`config.mk`:
```
export PLATFORM = sky130hd
export DESIGN_NAME = md_hazard_ctrl
export DESIGN_NICKNAME = d
export VERILOG_FILES = /design/src/rtl/pipe_pkg.sv /design/src/rtl/md_busy_fsm.sv /design/src/rtl/md_hazard_ctrl.sv
export SDC_FILE = /design/constraint.sdc
export NUM_CORES = 1
export LEC_CHECK = 0
export CAP_MARGIN = 20
export CELL_PAD_IN_SITES_DETAIL_PLACEMENT = 1
export CELL_PAD_IN_SITES_GLOBAL_PLACEMENT = 1
export CORE_UTILIZATION = 31
export CTS_CLUSTER_SIZE = 8
export DETAILED_ROUTE_END_ITERATION = 8
export HOLD_SLACK_MARGIN = 0.08
export PLACE_DENSITY_LB_ADDON = 0.2
export REMOVE_ABC_BUFFERS = 1
export SLEW_MARGIN = 20
export SYNTH_ARGS = -nofsm -noshare
export SYNTH_HDL_FRONTEND = slang
export SYNTH_SLANG_ARGS = --single-unit
```
`constraint.sdc`:
```
create_clock -name clk -period 4.3 [get_ports clk]
set_input_delay 0.86 -clock clk [delete_from_list [all_inputs] [get_ports clk]]
set_output_delay 0.86 -clock clk [all_outputs]
set_load 0.005 [all_outputs]
```
`src/rtl/pipe_pkg.sv`:
```
// pipe_pkg: shared encodings for the 5-stage MIPS core pipeline control.
//   - forwarding select codes (FWD_RF/E/M/W)
//   - TUSE_NONE marker for operands the D-stage instruction does not read
//   - MD unit busy-FSM state encoding and counter width
package pipe_pkg;

  localparam logic [1:0] FWD_RF = 2'd0;
  localparam logic [1:0] FWD_E  = 2'd1;
  localparam logic [1:0] FWD_M  = 2'd2;
  localparam logic [1:0] FWD_W  = 2'd3;

  localparam logic [1:0] TUSE_NONE = 2'd3;

  localparam int unsigned MD_CNT_W = 4;

  typedef enum logic [1:0] {
    MD_IDLE = 2'd0,
    MD_MUL  = 2'd1,
    MD_DIV  = 2'd2
  } md_state_e;

endpackage

```
`src/rtl/md_busy_fsm.sv`:
```
// md_busy_fsm: busy tracker for the multi-cycle HI/LO multiply/divide unit.
// Ports:
//   clk, reset      clock, synchronous active-high reset
//   start_mul_i     E-stage instr is mult/multu
//   start_div_i     E-stage instr is div/divu
//   md_busy_o       MD unit occupied, including the start cycle
//   md_done_o       one-cycle pulse on the last busy cycle
// Parameters: MUL_LAT, DIV_LAT (2..15) cycles occupied after leaving E.
module md_busy_fsm
  import pipe_pkg::*;
#(
  parameter int unsigned MUL_LAT = 5,
  parameter int unsigned DIV_LAT = 10
) (
  input  logic clk,
  input  logic reset,
  input  logic start_mul_i,
  input  logic start_div_i,
  output logic md_busy_o,
  output logic md_done_o
);

  md_state_e             state_q, state_d;
  logic [MD_CNT_W-1:0]   cnt_q, cnt_d;

  always_ff @(posedge clk) begin
    if (reset) begin
      state_q <= MD_IDLE;
      cnt_q   <= '0;
    end else begin
      state_q <= state_d;
      cnt_q   <= cnt_d;
    end
  end

  // The counter is loaded with LAT-1 and the busy state is held down to and
  // including cnt==0, giving exactly LAT busy cycles after the start cycle.
  always_comb begin
    state_d = state_q;
    cnt_d   = cnt_q;
    unique case (state_q)
      MD_IDLE: begin
        if (start_mul_i) begin
          state_d = MD_MUL;
          cnt_d   = MD_CNT_W'(MUL_LAT - 1);
        end else if (start_div_i) begin
          state_d = MD_DIV;
          cnt_d   = MD_CNT_W'(DIV_LAT - 1);
        end
      end
      MD_MUL, MD_DIV: begin
        if (cnt_q == '0) begin
          state_d = MD_IDLE;
          cnt_d   = '0;
        end else begin
          cnt_d = cnt_q - 1'b1;
        end
      end
      default: begin
        state_d = MD_IDLE;
        cnt_d   = '0;
      end
    endcase
  end

  // Reset masks the registered state in the cycle it is asserted.
  assign md_busy_o = (!reset && (state_q != MD_IDLE)) || start_mul_i || start_div_i;
  assign md_done_o = !reset && (state_q != MD_IDLE) && (cnt_q == '0);

  a_no_dual_start : assert property (@(posedge clk) disable iff (reset)
    !(start_mul_i && start_div_i))
    else $error("md_busy_fsm: simultaneous mult and div start");

  a_no_busy_start : assert property (@(posedge clk) disable iff (reset)
    !((state_q != MD_IDLE) && (start_mul_i || start_div_i)))
    else $error("md_busy_fsm: start while MD unit busy");

endmodule

```
`src/rtl/md_hazard_ctrl.sv`:
```
// md_hazard_ctrl: hazard/stall, forwarding and MD sequencing control for the
// 5-stage MIPS core.
// Ports:
//   clk, reset                       clock, synchronous active-high reset
//   A_rsD/A_rtD, Tuse_rsD/Tuse_rtD   D-stage operand addresses and use times
//   use_mdD                          D instr touches HI/LO or the MD unit
//   RegWrite*/Awrite*/Tnew*          E/M/W writer info
//   A_rsE/A_rtE                      E-stage operand addresses
//   start_mulE/start_divE            E instr starts a mult/div
//   stall, clr_DE                    freeze F/D, bubble into D/E
//   md_busy, md_done                 MD unit status
//   fwd_rsD/fwd_rtD/fwd_rsE/fwd_rtE  forwarding selects
//   stall_cnt, md_stall_cnt          only with `STALL_CNT_EN defined
module md_hazard_ctrl
  import pipe_pkg::*;
#(
  parameter int unsigned MUL_LAT = 5,
  parameter int unsigned DIV_LAT = 10
) (
  input  logic        clk,
  input  logic        reset,
  input  logic [4:0]  A_rsD,
  input  logic [4:0]  A_rtD,
  input  logic [1:0]  Tuse_rsD,
  input  logic [1:0]  Tuse_rtD,
  input  logic        use_mdD,
  input  logic        RegWriteE,
  input  logic [4:0]  AwriteE,
  input  logic [1:0]  TnewE,
  input  logic        RegWriteM,
  input  logic [4:0]  AwriteM,
  input  logic [1:0]  TnewM,
  input  logic        RegWriteW,
  input  logic [4:0]  AwriteW,
  input  logic [4:0]  A_rsE,
  input  logic [4:0]  A_rtE,
  input  logic        start_mulE,
  input  logic        start_divE,
  output logic        stall,
  output logic        clr_DE,
  output logic        md_busy,
  output logic        md_done,
  output logic [1:0]  fwd_rsD,
  output logic [1:0]  fwd_rtD,
  output logic [1:0]  fwd_rsE,
`ifdef STALL_CNT_EN
  output logic [1:0]  fwd_rtE,
  output logic [31:0] stall_cnt,
  output logic [31:0] md_stall_cnt
`else
  output logic [1:0]  fwd_rtE
`endif
);

  function automatic logic hit(input logic [4:0] a, input logic we, input logic [4:0] dst);
    return (a != 5'd0) && we && (dst == a);
  endfunction

  function automatic logic [1:0] fwd_d(input logic [4:0] a);
    if (hit(a, RegWriteE, AwriteE))      return (TnewE == 2'd0) ? FWD_E : FWD_RF;
    else if (hit(a, RegWriteM, AwriteM)) return (TnewM == 2'd0) ? FWD_M : FWD_RF;
    else if (hit(a, RegWriteW, AwriteW)) return FWD_W;
    else                                 return FWD_RF;
  endfunction

  function automatic logic [1:0] fwd_e(input logic [4:0] a);
    if (hit(a, RegWriteM, AwriteM) && (TnewM == 2'd0)) return FWD_M;
    else if (hit(a, RegWriteW, AwriteW))               return FWD_W;
    else                                               return FWD_RF;
  endfunction

  function automatic logic data_hz(input logic [4:0] a, input logic [1:0] tuse);
    return (hit(a, RegWriteE, AwriteE) && (tuse < TnewE)) ||
           (hit(a, RegWriteM, AwriteM) && (tuse < TnewM));
  endfunction

  logic data_stall;
  logic md_stall;

  md_busy_fsm #(
    .MUL_LAT (MUL_LAT),
    .DIV_LAT (DIV_LAT)
  ) u_md_fsm (
    .clk         (clk),
    .reset       (reset),
    .start_mul_i (start_mulE),
    .start_div_i (start_divE),
    .md_busy_o   (md_busy),
    .md_done_o   (md_done)
  );

  assign data_stall = data_hz(A_rsD, Tuse_rsD) || data_hz(A_rtD, Tuse_rtD);
  assign md_stall   = use_mdD && md_busy;
  assign stall      = data_stall || md_stall;
  assign clr_DE     = stall;

  assign fwd_rsD = fwd_d(A_rsD);
  assign fwd_rtD = fwd_d(A_rtD);
  assign fwd_rsE = fwd_e(A_rsE);
  assign fwd_rtE = fwd_e(A_rtE);

`ifdef STALL_CNT_EN
  logic [31:0] stall_cnt_q, md_stall_cnt_q;

  always_ff @(posedge clk) begin
    if (reset) begin
      stall_cnt_q    <= '0;
      md_stall_cnt_q <= '0;
    end else begin
      if (stall)    stall_cnt_q    <= stall_cnt_q + 32'd1;
      if (md_stall) md_stall_cnt_q <= md_stall_cnt_q + 32'd1;
    end
  end

  assign stall_cnt    = stall_cnt_q;
  assign md_stall_cnt = md_stall_cnt_q;
`endif

endmodule
```
======== Yosys cells after proc, flatten, opt, wreduce, memory -nomap -nowiden ========
Cells that the tools add are included.
word-level totals
  register bits after elaboration ......... 6
  logic and storage cells ................. 88
cells by class
  $add $sub $neg .......................... 1
  $lt $le $gt $ge ......................... 4
  equality and inequality tests ........... 14
  muxes and demuxes ....................... 20
  reductions and logical operators ........ 47
operator list
  kind                                                 number
  equality test 5 bit                                  10
  logical AND 1 bit                                    29
  two-way mux 2 bit                                    14
  nonzero test 5 bit                                   4
  two-way mux 4 bit                                    3
  less-than comparator 2 bit                           4
  one-hot mux 4 bit (2 select lines)                   1
  logical NOT 2 bit                                    3
  logical OR 1 bit                                     6
  logical NOT 4 bit                                    1
  one-hot mux 2 bit (2 select lines)                   1
  subtractor 4 x 1 -> 4 bit, second input constant     1
  != test 3 bit, second input constant                 1
  equality test 2 x 1 -> 1 bit, second input constant  1
  equality test 2 bit, second input constant           1
  != test 2 x 1 -> 1 bit, second input constant        1
  AND reduction 2 bit                                  1
  nonzero test 2 bit                                   1
  OR reduction 2 bit                                   1
  logical NOT 1 bit                                    1
  two-way mux 1 bit                                    1

======== Logic depth before layout (Yosys ltp) ========
  word-level depth ........................ 7
  depth in mapped cells ................... 7

======== Modules after synthesis ========
Synthesis repeated with hierarchy kept, for this count alone.
unflattened totals
  cell total of the unflattened synthesis .. 171
  area total of the unflattened synthesis .. 1,330.0 um^2
by module, submodules not included
  module          times used  cells an instance  area an instance (um^2)  sequential area each (um^2)
  md_hazard_ctrl  1           120                905.9                    0.0
  md_busy_fsm     1           51                 424.2                    120.1

======== Least setup slack after synthesis ========
OpenSTA, ideal clock, no wires.
  path kind ............................... input to output
  start point ............................. input port A_rsD[1]
  end point ............................... output port stall
  data arrival time ....................... 2.386 ns
  slack ................................... 1.054 ns
  cell stages on the path ................. 5
  path buffers ............................ 1
  cells stage by stage .................... or4_4 nor2_4 and4b_1 or4_1 buf_4
on the way
  longest elaborated chain between the ends .. 7
RTL lines
  element                                      line                                        text
  from (decl)                                  md_hazard_ctrl.sv:22                        input logic [4:0] A_rsD,
  nonzero test 5 bit                           md_hazard_ctrl.sv:56                        return (a != 5'd0) && we && (dst == a);
  logical AND 1 bit (2 in a row)               md_hazard_ctrl.sv:56
  logical AND 1 bit, on equally long branches  md_hazard_ctrl.sv:73, md_hazard_ctrl.sv:74
  logical OR 1 bit *                           md_hazard_ctrl.sv:73                        return (hit(a, RegWriteE, AwriteE) && (tuse < TnewE)) ||
  logical OR 1 bit *                           md_hazard_ctrl.sv:92                        assign data_stall = data_hz(A_rsD, Tuse_rsD) || data_hz(A_rtD, Tuse_rtD);
  logical OR 1 bit *                           md_hazard_ctrl.sv:94                        assign stall = data_stall || md_stall;
  to (decl)                                    md_hazard_ctrl.sv:39                        output logic stall,
Mark *: on every way between the ends. The rest lies on a longest branch, timed or not.

======== Final worst setup path ========
  start point ............................. input port A_rsD[1]
  end point ............................... output port clr_DE
on the way
  longest elaborated chain between the ends .. 7
RTL lines
  element                                      line                                        text
  nonzero test 5 bit                           md_hazard_ctrl.sv:56
  logical AND 1 bit (2 in a row)               md_hazard_ctrl.sv:56
  logical AND 1 bit, on equally long branches  md_hazard_ctrl.sv:73, md_hazard_ctrl.sv:74
  logical OR 1 bit *                           md_hazard_ctrl.sv:73
  logical OR 1 bit *                           md_hazard_ctrl.sv:92
  logical OR 1 bit *                           md_hazard_ctrl.sv:94
  to (decl)                                    md_hazard_ctrl.sv:40                        output logic clr_DE,
Marks and branches as above.

==> impl_results.md <==
* Vias post-DR at 1463
* Fmax at 250 MHz
* Failing checks: DRC
* Worst-margin pin slew at 0.519 ns
* Setup violations, final at 0
* Final hold vios at 0
* IO Count at 63
* CTS HTree Levels at 1
* Total global-route track usage at 0.204
* Cells after DPL at 281
* Worst rel slew slack at 0.651
* Clk buf depth at 2
* Num Clock Sinks at 6
* Critical Path Source Type: input pin
* Psw at 125 uW
* Non-Filler Instances at 284
* Setup Skew at 0.00776 ns
* Pre-CTS setup slack at 0.287 ns
* WL/cell at 15.0 um
* Largest net degree at the start of global routing at 8
* Initial antenna violation count at 0
* Synth area leader: xnor2_1
* YS warnings at 0
* Critical Path Sink Type: primary output
* Period utilisation layout at 0.931
* Predominant post-synthesis flop cell: dfxtp_1
* Sequential-to-total area share from yosys stat at 0.0924
* IO buf count at 62
* Commonest non-fill, non-tap cell in the layout: clkdlybuf4s50_1
* Worst Path Arrival at 3.14 ns
* Vias per cell at 5.15
* Core Area at 4000 sq um
* Power Dens Cells at 179 nW/um^2
* Synth top area share at 0.249
* Root Buffer: clkbuf_8
* CTS tree: done
* Resized Gates After CTS at 0
* Die H at 66.8 um
* Pint at 240 uW
* Clock group share of total power at 0.239
* Slew Limit Fails at 0
* Hold Path Class: reg -> reg
* Ant diodes at 0
* Routed Antenna Nets at 0
* Setup TNS at 0 ns
* P_leak at 0.731 nW
* Most frequent cells in the layout: 62 x clkdlybuf4s50_1, 37 x xnor2_1, 14 x xor2_1
* Final Wtd Congestion at 0.799
* Post-synth EDFFs at 0
* First-pass GRT wire length at 6.87 mm
* GRT overflow at 0
* Peak supply drop at 71.3 uV
* Share of layout cells above drive strength 1 at 0.0598
* Placed Instance Area at 2000 sq um
* Initial core utilization at 0.325
* Site Rows at 23
* Final worst slack at 0.297 ns
* Total CTS buffers at 3
* CP Class: in -> out
* Max-cap violations at 0
* Clk_lat worst skew at 0.23 ns
* Post-DP HPWL at 3.76 mm
* Number of DRC markers in iteration 0 at 47
* Critical path fanouts, max at 5
* Post-synth ARST share at 0
* Hold-fix buffers, CTS at 0
* Die footprint at 4460 sq um
* Unrepaired setup endpoints after global routing: false
* Vias in the first global route at 1493
* Post-Route WL at 4.26 mm
* DR pass1 iterations at 8
* Synth Instances at 169
* Synth-to-layout area growth at 56.9%
* Nets at 295
* DR DRC count at 2
* Logic pwr share at 0.571
* Final Critical Period at 4.00 ns
* Syn Area/Cell at 7.69 sq um
* Clock-pin slew on the worst setup and hold paths at 0.03 ns
* Flop pwr share at 0.190
* Sw Ratio at 0.343
* Ranking of synthesized cells by area: xnor2_1 25%, xor2_1 9.4%, dfxtp_1 9.2%, ha_1 7.7%, a21oi_1 4.6%
* Status: finished, violations left
* Post-layout instance area at 2040 sq um
* Die Wd at 66.8 um
* Required time worst endpoint at 3.44 ns
* Total chip power at 366 uW
* Post-CTS Setup Inserts at 0
* Post-Syn Area at 1300 sq um
* Synthesized flop and latch total at 6
* Synth unique cells at 36
[logic make-up after synthesis]
family                   count (synthesis)  synth area share
buffers and inverters                   11            0.0346
multiplexers                             2            0.0154
AO/OA/AOI/OAI                           23             0.119
AND/OR/NAND/NOR                         68             0.318
flip-flops                               6            0.0924
XOR/XNOR                                51             0.344
adder cells (fa/ha/maj)                  8            0.0770
[critical path, cell delays in order]
cell and delay [ns]:
clkdlybuf4s50_1 0.42, or4_4 0.55, nor2_4 0.14, and4b_1 0.20, or4_1 0.51, clkdlybuf4s50_1 0.46
[layer usage]
layer | track usage | vias up | wire [um]
met5 | 0 | - | 0
met4 | 0.0293 | 0 | 46
met3 | 0.0565 | 5 | 263
met2 | 0.371 | 46 | 2070
met1 | 0.240 | 675 | 1880
li1 | - | 737 | -
[Yosys cell counts (4+ instances only)]
| library cell | instances |
|---|---|
| nand2b_1 | 7 |
| xor2_1 | 14 |
| or4_1 | 6 |
| a21oi_1 | 12 |
| nor3_1 | 4 |
| nor4_1 | 7 |
| dfxtp_1 | 6 |
| nor2_1 | 6 |
| nand2_1 | 9 |
| inv_1 | 6 |
| ha_1 | 8 |
| nor2b_1 | 5 |
| clkbuf_1 | 4 |
| nand4_1 | 9 |
| xnor2_1 | 37 |
[sequential cells by signal, indices dropped and copies added (netlist names)]
| signal | flops |
|---|---|
| u_md_fsm.cnt_q | 4 |
| u_md_fsm.state_q | 2 |
[per-stage QoR]
stage | hold WS (ns) | utilization
6_report | 0.471 | 0.510
5_1_grt | 0.499 | 0.510
4_1_cts | 0.478 | 0.510
3_5_place_dp | 0.474 | 0.500
3_3_place_gp | 0.459 | 0.500
2_1_floorplan | 0.439 | -
[power groups by stage]
stage	Sequential (mW)	Clock [mW]	Combinational (mW)
floorplan	0.0686	0	0.106
global placement	0.0703	0	0.206
detailed placement	0.0702	0	0.211
CTS	0.0694	0.0894	0.212
global route	0.0703	0.0913	0.231
finish	0.0694	0.0873	0.209
[final cells by class]
class / instances / area, sq um
Clock buffer: 3 / 41.3
Sequential cell: 6 / 120
Multi-Input combinational cell: 152 / 1130
Inverter: 6 / 22.5
Tap cell: 50 / 62.6
Fill cell: 498 / 1960
Timing Repair Buffer: 67 / 658
[path summary, 6_finish.rpt]
kind                                   startpoint           endpoint  slack (ns)  cells past startpoint
worst min register to register  u_md_fsm.cnt_q[1]  u_md_fsm.cnt_q[1]        0.47                      2
worst max-delay path                     A_rsD[1]             clr_DE        0.30                      6
worst max register to register  u_md_fsm.cnt_q[0]  u_md_fsm.cnt_q[3]        2.54                      6
worst min-delay path            u_md_fsm.cnt_q[1]  u_md_fsm.cnt_q[1]        0.47                      2
(Power assumes the default switching activity.)
